[src/rtl/collision_arbiter_frame_if.sv]
// collision_arbiter_frame_if: raster sample inputs and game-state outputs of the frame collision arbiter
interface collision_arbiter_frame_if #(
    parameter int N_OBJ   = 15,
    parameter int SCORE_W = 16,
    parameter int LIVES_W = 2
);
    logic               pix_valid;
    logic [9:0]         px;
    logic [9:0]         py;
    logic [N_OBJ-1:0]   pixels;
    logic               frame_end;
    logic [N_OBJ-1:0]   reset_obj;
    logic [SCORE_W-1:0] score;
    logic [LIVES_W-1:0] lives;
    logic               invuln;
    logic               game_over;

    modport master (
        output pix_valid, px, py, pixels, frame_end,
        input  reset_obj, score, lives, invuln, game_over
    );

    modport slave (
        input  pix_valid, px, py, pixels, frame_end,
        output reset_obj, score, lives, invuln, game_over
    );
endinterface

[src/rtl/collision_arbiter_frame.sv]
// collision_arbiter_frame: accumulates per-frame object hits, applies score/lives/respawns at frame_end.
// Define BONUS_LIFE_EN to award an extra life each time the score crosses a multiple of BONUS_SCORE.
module collision_arbiter_frame #(
    parameter int N_BULLETS     = 4,
    parameter int N_ROCKS       = 10,
    parameter int SCORE_W       = 16,
    parameter int LIVES_W       = 2,
    parameter int START_LIVES   = 3,
    parameter int ROCK_POINTS   = 1,
    parameter int H_LIMIT       = 660,
    parameter int V_LIMIT       = 500,
    parameter int INVULN_FRAMES = 120,
    parameter int BONUS_SCORE   = 1000
) (
    input logic clk_60hz,
    input logic reset_game,
    collision_arbiter_frame_if.slave bus
);
    localparam int N_OBJ = 1 + N_BULLETS + N_ROCKS;
    localparam int CW    = $clog2(INVULN_FRAMES + 1);
    localparam int PCW   = $clog2(N_ROCKS + 1);

    typedef enum logic [1:0] {PLAY, INVULN, OVER} state_t;

    state_t               state;
    logic [N_OBJ-1:0]     border_acc, kill_acc, border_all, kill_all;
    logic [N_ROCKS-1:0]   rock_acc, rock_all, rocks;
    logic [N_BULLETS-1:0] bullets;
    logic                 ship_hit, hit_all, acc_en, in_border, br, sr;
    logic [CW-1:0]        cnt;
    logic [PCW-1:0]       pc;
    logic [SCORE_W:0]     sum;
    logic [SCORE_W-1:0]   score_n;
    logic [LIVES_W-1:0]   lives_b;

    assign bullets       = bus.pixels[N_BULLETS:1];
    assign rocks         = bus.pixels[N_OBJ-1:N_BULLETS+1];
    assign acc_en        = bus.pix_valid && state != OVER;
    assign in_border     = bus.px > 10'(H_LIMIT) || bus.py > 10'(V_LIMIT);
    assign br            = |bullets && |rocks;
    assign sr            = bus.pixels[0] && |rocks && state == PLAY;
    assign bus.invuln    = state == INVULN;
    assign bus.game_over = state == OVER;

    // *_all fold the current sample into the accumulators so a frame_end sample counts
    always_comb begin
        border_all = border_acc | (acc_en && in_border ? bus.pixels : '0);
        kill_all   = kill_acc | (acc_en && !in_border && br ? {rocks, bullets, 1'b0} :
                                 acc_en && !in_border && sr ? {rocks, {N_BULLETS{1'b0}}, 1'b1} : '0);
        rock_all   = rock_acc | (acc_en && !in_border && br ? rocks : '0);
        hit_all    = ship_hit || (acc_en && !in_border && !br && sr);
        pc = '0;
        for (int i = 0; i < N_ROCKS; i++) pc = pc + PCW'(rock_all[i]);
        sum     = {1'b0, bus.score} + (SCORE_W+1)'(pc * ROCK_POINTS);
        score_n = sum[SCORE_W] ? '1 : sum[SCORE_W-1:0];
`ifdef BONUS_LIFE_EN
        lives_b = (32'(score_n) / BONUS_SCORE > 32'(bus.score) / BONUS_SCORE) && bus.lives != '1 ?
                  bus.lives + 1'b1 : bus.lives;
`else
        lives_b = bus.lives;
`endif
    end

    always_ff @(posedge clk_60hz) begin
        if (reset_game) begin
            state         <= PLAY;
            bus.score     <= '0;
            bus.lives     <= LIVES_W'(START_LIVES);
            bus.reset_obj <= '1;
            cnt           <= '0;
            border_acc    <= '0;
            kill_acc      <= '0;
            rock_acc      <= '0;
            ship_hit      <= 1'b0;
        end else begin
            bus.reset_obj <= '0;
            if (bus.frame_end && state != OVER) begin
                bus.reset_obj <= border_all | kill_all;
                bus.score     <= score_n;
                border_acc    <= '0;
                kill_acc      <= '0;
                rock_acc      <= '0;
                ship_hit      <= 1'b0;
                if (hit_all) begin
                    if (lives_b <= LIVES_W'(1)) begin
                        bus.lives <= '0;
                        state     <= OVER;
                    end else begin
                        bus.lives <= lives_b - 1'b1;
                        state     <= INVULN;
                        cnt       <= CW'(INVULN_FRAMES);
                    end
                end else begin
                    bus.lives <= lives_b;
                    if (state == INVULN) begin
                        cnt <= cnt - 1'b1;
                        if (cnt == CW'(1)) state <= PLAY;
                    end
                end
            end else begin
                border_acc <= border_all;
                kill_acc   <= kill_all;
                rock_acc   <= rock_all;
                ship_hit   <= hit_all;
            end
        end
    end
endmodule
[src/flat_wrapper.sv]
// flat-port wrapper written by rule: the top's interface ports become plain ports
module collision_arbiter_frame_flat 
#(
    parameter int N_BULLETS     = 4,
    parameter int N_ROCKS       = 10,
    parameter int SCORE_W       = 16,
    parameter int LIVES_W       = 2,
    parameter int START_LIVES   = 3,
    parameter int ROCK_POINTS   = 1,
    parameter int H_LIMIT       = 660,
    parameter int V_LIMIT       = 500,
    parameter int INVULN_FRAMES = 120,
    parameter int BONUS_SCORE   = 1000
)
  (clk_60hz, reset_game, bus_pix_valid, bus_px, bus_py, bus_pixels, bus_frame_end, bus_reset_obj, bus_score, bus_lives, bus_invuln, bus_game_over);
  collision_arbiter_frame_if #(.SCORE_W(SCORE_W), .LIVES_W(LIVES_W)) bus_i ();
  input logic clk_60hz;
  input logic reset_game;
  input wire logic [$bits(bus_i.pix_valid)-1:0] bus_pix_valid;
  input wire logic [$bits(bus_i.px)-1:0] bus_px;
  input wire logic [$bits(bus_i.py)-1:0] bus_py;
  input wire logic [$bits(bus_i.pixels)-1:0] bus_pixels;
  input wire logic [$bits(bus_i.frame_end)-1:0] bus_frame_end;
  output wire logic [$bits(bus_i.reset_obj)-1:0] bus_reset_obj;
  output wire logic [$bits(bus_i.score)-1:0] bus_score;
  output wire logic [$bits(bus_i.lives)-1:0] bus_lives;
  output wire logic [$bits(bus_i.invuln)-1:0] bus_invuln;
  output wire logic [$bits(bus_i.game_over)-1:0] bus_game_over;
  assign bus_i.pix_valid = bus_pix_valid;
  assign bus_i.px = bus_px;
  assign bus_i.py = bus_py;
  assign bus_i.pixels = bus_pixels;
  assign bus_i.frame_end = bus_frame_end;
  assign bus_reset_obj = bus_i.reset_obj;
  assign bus_score = bus_i.score;
  assign bus_lives = bus_i.lives;
  assign bus_invuln = bus_i.invuln;
  assign bus_game_over = bus_i.game_over;
  collision_arbiter_frame #(.N_BULLETS(N_BULLETS), .N_ROCKS(N_ROCKS), .SCORE_W(SCORE_W), .LIVES_W(LIVES_W), .START_LIVES(START_LIVES), .ROCK_POINTS(ROCK_POINTS), .H_LIMIT(H_LIMIT), .V_LIMIT(V_LIMIT), .INVULN_FRAMES(INVULN_FRAMES), .BONUS_SCORE(BONUS_SCORE)) u_core (.clk_60hz(clk_60hz), .reset_game(reset_game), .bus(bus_i));
endmodule
[config.mk]
export PLATFORM = sky130hd
export DESIGN_NAME = collision_arbiter_frame_flat
export DESIGN_NICKNAME = d
export VERILOG_FILES = /design/src/rtl/collision_arbiter_frame_if.sv /design/src/rtl/collision_arbiter_frame.sv /design/src/flat_wrapper.sv
export SDC_FILE = /design/constraint.sdc
export NUM_CORES = 1
export LEC_CHECK = 0
export CAP_MARGIN = 20
export CORE_AREA = 4 4 85 87
export CTS_CLUSTER_SIZE = 40
export DETAILED_ROUTE_END_ITERATION = 10
export DIE_AREA = 0 0 89 91
export PLACE_DENSITY_LB_ADDON = 0.15
export SLEW_MARGIN = 20
export SYNTH_ARGS = -nofsm -noshare
export SYNTH_HDL_FRONTEND = slang
export SYNTH_SLANG_ARGS = --single-unit
export TNS_END_PERCENT = 10
[constraint.sdc]
create_clock -name clk_60hz -period 14.8 [get_ports clk_60hz]
set_clock_uncertainty 0.05 [all_clocks]
set_input_delay 1.48 -clock clk_60hz [delete_from_list [all_inputs] [get_ports clk_60hz]]
set_output_delay 1.48 -clock clk_60hz [all_outputs]
set_load 0.02 [all_outputs]
======== Word-level counts from Yosys, hierarchy flattened ========
Cells that the tools add are included.
word-level totals
  register bits ........................... 83
  bits in latches ......................... 0
  RAM bits ................................ 0
  bits in read-only memories .............. 0
  memories ................................ 0
operators by class
  add/subtract/negate cells ............... 12
  $mul .................................... 0
  divide/modulo/power cells ............... 0
  order comparisons ....................... 3
  eq/ne operators ......................... 5
  shift-type cells ........................ 0
  multiplexer cells ....................... 14
  bitwise logic cells ..................... 4
  reductions and logical operators ........ 24
operators by type and width
  operator                                                         count
  two-way mux 15 bit                                               4
  OR 15 bit                                                        3
  adder 4 x 1 -> 4 bit                                             8
  two-way mux 7 bit                                                3
  adder 16 x 4 -> 17 bit                                           1
  two-way mux 16 bit                                               1
  logical AND 1 bit                                                11
  greater-than comparator 10 bit (second input constant)           1
  greater-than comparator 10 x 9 -> 1 bit (second input constant)  1
  two-way mux 10 bit                                               1
  two-way mux 2 bit                                                5
  OR 10 bit                                                        1
  OR reduction 10 bit                                              1
  == test 7 x 1 -> 1 bit (second input constant)                   1
  subtractor 7 x 1 -> 7 bit (second input constant)                1
  AND reduction 3 bit                                              2
  inequality test 2 bit (second input constant)                    2
  nonzero test 2 bit                                               2
  OR reduction 4 bit                                               1
  adder 1 x 1 -> 2 bit                                             1
  == test 2 x 1 -> 1 bit (second input constant)                   1
  == test 2 bit (second input constant)                            1
  less-or-equal comparator 2 x 1 -> 1 bit (second input constant)  1
  logical NOT 1 bit                                                2
  5 further kinds                                                  6

======== Longest topological paths before layout ========
  depth in word-level cells ............... 18
  mapped depth ............................ 25
  depth with buffers taken out ............ 22

======== Least setup slack after synthesis ========
No wires, ideal clock.
  kind .................................... input to register
  start ................................... input bus_px[3]
  end ..................................... register u_core.bus.score[7]
  setup time .............................. 59 ps
  data arrival time ....................... 6915 ps
  data required time ...................... 14691 ps
  path slack .............................. 7777 ps
  stages on the path ...................... 24
  path buffers ............................ 3
  cells stage by stage .................... a2111oi_2 > a21oi_1 > or3_1 > buf_6 > nor2_2 > buf_4 > a21o_1 > ha_1 > fa_1 > inv_1 > fa_1 > inv_1 > fa_1 > fa_1 > inv_1 > fa_1 > fa_1 > nor2b_1 > o21a_1 > o21ai_0 > or2_2 > buf_2 > nand3_1 > o211a_1
on the way
  longest elaborated chain between the ends .. 18
RTL lines
  what                                line                              RTL
  from (decl)                         flat_wrapper.sv:20                input wire logic [$bits(bus_i.px)-1:0] bus_px;
  greater-than comparator 10 bit      collision_arbiter_frame.sv:39     assign in_border = bus.px > 10'(H_LIMIT) || bus.py > 10'(V_LIMIT);
  logical OR 1 bit                    collision_arbiter_frame.sv:39
  logical NOT 1 bit                   collision_arbiter_frame.sv:50     rock_all = rock_acc | (acc_en && !in_border && br ? rocks : '0);
  logical AND 1 bit (2 in series)     collision_arbiter_frame.sv:50
  two-way mux 10 bit                  collision_arbiter_frame.sv:50
  OR 10 bit                           collision_arbiter_frame.sv:50
  net u_core.rock_all[0]              collision_arbiter_frame.sv:27     logic [N_ROCKS-1:0] rock_acc, rock_all, rocks;
  adder 1 x 1 -> 2 bit                collision_arbiter_frame.sv:53     for (int i = 0; i < N_ROCKS; i++) pc = pc + PCW'(rock_all[i]);
  adder 4 x 1 -> 4 bit (8 in series)  collision_arbiter_frame.sv:53
  adder 16 x 4 -> 17 bit              collision_arbiter_frame.sv:54     sum = {1'b0, bus.score} + (SCORE_W+1)'(pc * ROCK_POINTS);
  two-way mux 16 bit                  collision_arbiter_frame.sv:55     score_n = sum[SCORE_W] ? '1 : sum[SCORE_W-1:0];
  to (signal assigned)                collision_arbiter_frame.sv:79     bus.score <= score_n;
  to (decl)                           collision_arbiter_frame_if.sv:25  output reset_obj, score, lives, invuln, game_over
The timed path passes the listed nets, and every way through them passes these cells.
A chain may end at the register's enable or synchronous reset.

======== Worst setup path after layout ========
  start ................................... input bus_px[3]
  end ..................................... register u_core.bus.score[15]
Same word-level chain as after synthesis.

==> out/qor.log <==
INFO  final_layout   finalInstanceArea=0.00451mm²
INFO  timing         worstMarginPinSlew=829ps
INFO  grt            grt_first_pass_wirelength=13,900µm
INFO  final_layout   area.growth.synth_to_final=28.1%
INFO  final_layout   fin_nets=516
INFO  grt            grt.total_usage=0.216
INFO  floorplanning  die_area=0.00810mm²
INFO  grt            largest_net_degree_at_the_start_of_global_routing=34
INFO  power_and_ir_drop power.leakage=1.79nW
INFO  timing         min_period_over_period=0.516
INFO  power_and_ir_drop p_comb_frac=0.152
INFO  final_layout   num_antenna_cells=0
INFO  drt            vias=3,056
INFO  timing         grt_setup_unrepaired=false
INFO  setup_path     r2r-end=u_core.bus.score[15]$_SDFFE_PP0P_
INFO  yosys          syn_inst=388
INFO  drt            final_antenna_net_count=0
INFO  yosys          number_of_enable_type_register_cells_in_the_synthesized_netlist=0
INFO  floorplanning  die_outline_height=91µm
INFO  yosys          syn-cell-area=0.00352mm²
INFO  hold_path      min-delay-path-class=reg -> reg
INFO  power_and_ir_drop swShare=0.267
INFO  final_layout   share_of_post_route_cells_with_drive_strength_above_1=0.0539
INFO  yosys          share_of_flip_flops_with_an_asynchronous_set_or_reset=0
INFO  clocking       cts_tree=built
INFO  yosys          synth_cell_types=46
INFO  grt            globalRouteOverflowTotal=0
INFO  yosys          number_of_storage_elements_in_the_synthesis_netlist=83
INFO  setup_path     worstReg2RegStart=u_core.state[0]$_SDFFE_PP0P_
INFO  floorplanning  number_of_ports_placed_on_the_die_boundary=74
INFO  clocking       clkSlewWorstSetupHoldPaths=80ps
INFO  final_layout   layout.filler_cells=502
INFO  place          post_dp_cell_area=0.00428mm²
INFO  setup_path     cp_data_required_time=15,050ps
INFO  floorplanning  placement_rows=29
INFO  clocking       worstSkewPairLatency=360ps
INFO  power_and_ir_drop internal-power=0.349mW
INFO  clocking       post_cts.repair.setup_buffers=0
INFO  clocking       ctsRootBufferMaster=clkbuf_8
INFO  drt            detail_route.wirelength=8500µm
INFO  hold_path      timing.hold.worst.start=u_core.border_acc[0]$_SDFF_PP0_
INFO  clocking       cts.sink_count=83
INFO  grt            first_global_vias=2,977
INFO  place          pre_cts_ws=6840ps
INFO  drt            drt-vias-per-instance=5.65
INFO  drt            drt_pre_antenna_iters=4
INFO  setup_path     worst_ep_arrival_time=7890ps
INFO  flow_run       max_cap_violations=0
INFO  floorplanning  initial_core_util=0.554
INFO  clocking       cts.repair.resized=0
INFO  hold_path      hold_worst_path_end=u_core.border_acc[0]$_SDFF_PP0_
INFO  power_and_ir_drop p_clk_frac=0.355
INFO  setup_path     reg2reg_slack=8700ps
INFO  yosys          postSynthNetCount=445
INFO  setup_path     ws_path_type=in -> reg
INFO  setup_path     crit_fanout=14
INFO  timing         fmax=131MHz
INFO  clocking       postCtsHoldBufs=0
INFO  place          port_buffers=73
INFO  clocking       numCtsBuffers=9
INFO  drt            wire_per_inst=15.7µm
INFO  timing         setup_viol=0
INFO  setup_path     cp-start-kind=primary input
INFO  floorplanning  core_region_area=0.00635mm²
INFO  drt            detail_route.iter0.violations=137
INFO  timing         final_hold_viol_count=0
INFO  setup_path     reg2reg_depth=21
INFO  timing         final-max-slew-violation-count=0
INFO  clocking       clock_tree.buffer_depth=2
INFO  yosys          yosysWarnings=0
INFO  timing         layout_min_cycle_time=7630ps
INFO  power_and_ir_drop p_seq_frac=0.493
INFO  yosys          synth_ff_type=dfxtp_1
INFO  place          hpwlAfterDp=6100µm
INFO  setup_path     timing.critical_path.to_type=flip-flop
INFO  power_and_ir_drop vdd.ir_drop.worst=0.0000940V
INFO  yosys          avgSynthCellArea=9.07µm²
INFO  place          gp_routability_congestion=0.830
INFO  final_layout   final_standard_cell_count_with_taps_included_and_fillers_excluded=541
INFO  outcome        status=finished clean
INFO  place          place_inst=524
INFO  timing         final_critical_path_setup_slack=7170ps
INFO  timing         setup_total_negative_slack=0ps
INFO  timing         slew_headroom=0.447
INFO  drt            route.detailed.drc=0
INFO  clocking       ctsHtreeMaxLevel=3
INFO  grt            antenna_violations_before_repair=0
INFO  hold_path      worst_hold_path.num_cells=2
INFO  power_and_ir_drop total_switching_power=0.127mW
INFO  power_and_ir_drop totalPowerFinal=0.476mW
INFO  power_and_ir_drop power-per-cell-area=106mW/mm²
INFO  yosys          yosysSeqAreaShare=0.472
INFO  floorplanning  die_w=89µm
==> logic make-up (layout without fill, tap and decap cells) <==
logic type	Yosys count	count (layout)	share of synthesized area
flops	83	83	0.472
buf+inv	33	109	0.0391
simple gates	123	123	0.173
xor+xnor	8	8	0.0199
fa+ha+maj	18	18	0.0789
compound gates	123	123	0.217
==> final cells by class <==
| cell class | instances | area, µm² | area share |
|---|---|---|---|
| multi-input combinational | 272 | 1720 | 0.382 |
| sequential | 83 | 1660 | 0.368 |
| timing repair buffer | 75 | 753 | 0.167 |
| clock buffer | 10 | 138 | 0.0305 |
| tap | 77 | 96.3 | 0.0214 |
| clock inverter | 6 | 72.6 | 0.0161 |
| inverter | 18 | 67.6 | 0.0150 |
==> sequential cells by signal, indices dropped and copies added (netlist names) <==
register              cells
u_core.border_acc        15
u_core.bus.reset_obj     15
u_core.state              2
u_core.cnt                7
u_core.kill_acc          15
u_core.rock_acc          10
u_core.bus.score         16
u_core.ship_hit           1
u_core.bus.lives          2
==> cell usage in the layout (no fill, tap or decap), types with 5 or more instances in the layout <==
cell              n
a21o_1           10
nand2_1          19
a31oi_1          14
clkdlybuf4s50_1  73
nor2_1           43
nor4_1            8
nor3_1            8
fa_1              7
o21ai_0          16
ha_1             11
and2_1           10
a211oi_1          7
nand3_1          10
dfxtp_1          83
inv_1            18
clkbuf_8         10
xor2_1            5
a21oi_1          55
==> stage by stage <==
stage           util  hold slack, ps
4_1_cts        0.708             413
2_1_floorplan      -             374
3_3_place_gp   0.675             384
3_5_place_dp   0.675             394
6_report       0.710             411
5_1_grt        0.710             429
==> layer usage <==
metal  global-route usage  wire length (µm)  vias up
met5                    0                 0        -
met4               0.0558               113        0
met3               0.0597               558       11
met2                0.360              4090       77
met1                0.276              3740     1444
li1                     -                 -     1524
==> worst max-delay path, stage by stage <==
cell	delay [ps]
clkdlybuf4s50_1	420
a2111oi_2	340
a21oi_1	120
or3_1	460
nor2_2	530
a21o_1	240
ha_1	250
fa_1	500
inv_1	50
fa_1	490
inv_1	50
fa_1	450
fa_1	400
inv_1	90
fa_1	450
fa_1	450
nor2b_1	140
o21a_1	150
o21ai_0	130
or2_2	430
nand3_1	110
o211a_1	140
==> power groups by stage <==
stage | registers, mW | clock network [mW] | logic [mW]
detailed placement | 0.240 | 0 | 0.0717
CTS | 0.235 | 0.172 | 0.0720
floorplan | 0.247 | 0 | 0.0328
finish | 0.235 | 0.169 | 0.0722
global placement | 0.240 | 0 | 0.0692
global route | 0.236 | 0.181 | 0.0792
==> synthesized netlist by cell type (all sizes together), types with 2 or more instances <==
master  number  area, µm²
a211oi       7       52.6
a21o        10       75.1
a21oi       56        284
a311oi       3       26.3
a31oi       14       87.6
and2        10       62.6
and3         4       25.0
buf          4       28.8
clkbuf      11       41.3
dfxtp       83       1660
fa           7        140
ha          11        138
inv         18       67.6
nand2       19       71.3
nand2b       3       18.8
nand3       10       50.1
nand3b       2       15.0
nand4        2       12.5
nor2        44        168
nor2b        2       12.5
nor3         8       40.0
nor4         8       50.1
nor4b        3       26.3
o211a        3       30.0
o211ai       3       22.5
o21ai       17       88.8
o21bai       2       15.0
o31ai        2       15.0
or3          4       25.0
xnor2        3       26.3
xor2         5       43.8
==> worst max path at each step <==
stage,start,end,slack (ps),cells past startpoint
floorplan,bus_px[3],u_core.bus.score[7]$_SDFFE_PP0P_,7780,24
global placement,bus_px[3],u_core.bus.score[7]$_SDFFE_PP0P_,7010,22
detailed placement,bus_px[3],u_core.bus.score[9]$_SDFFE_PP0P_,6840,23
CTS,bus_px[3],u_core.bus.score[9]$_SDFFE_PP0P_,7190,23
global route,bus_px[8],u_core.bus.score[9]$_SDFFE_PP0P_,6820,23
finish,bus_px[3],u_core.bus.score[15]$_SDFFE_PP0P_,7170,22
(Power assumes the default switching activity.)
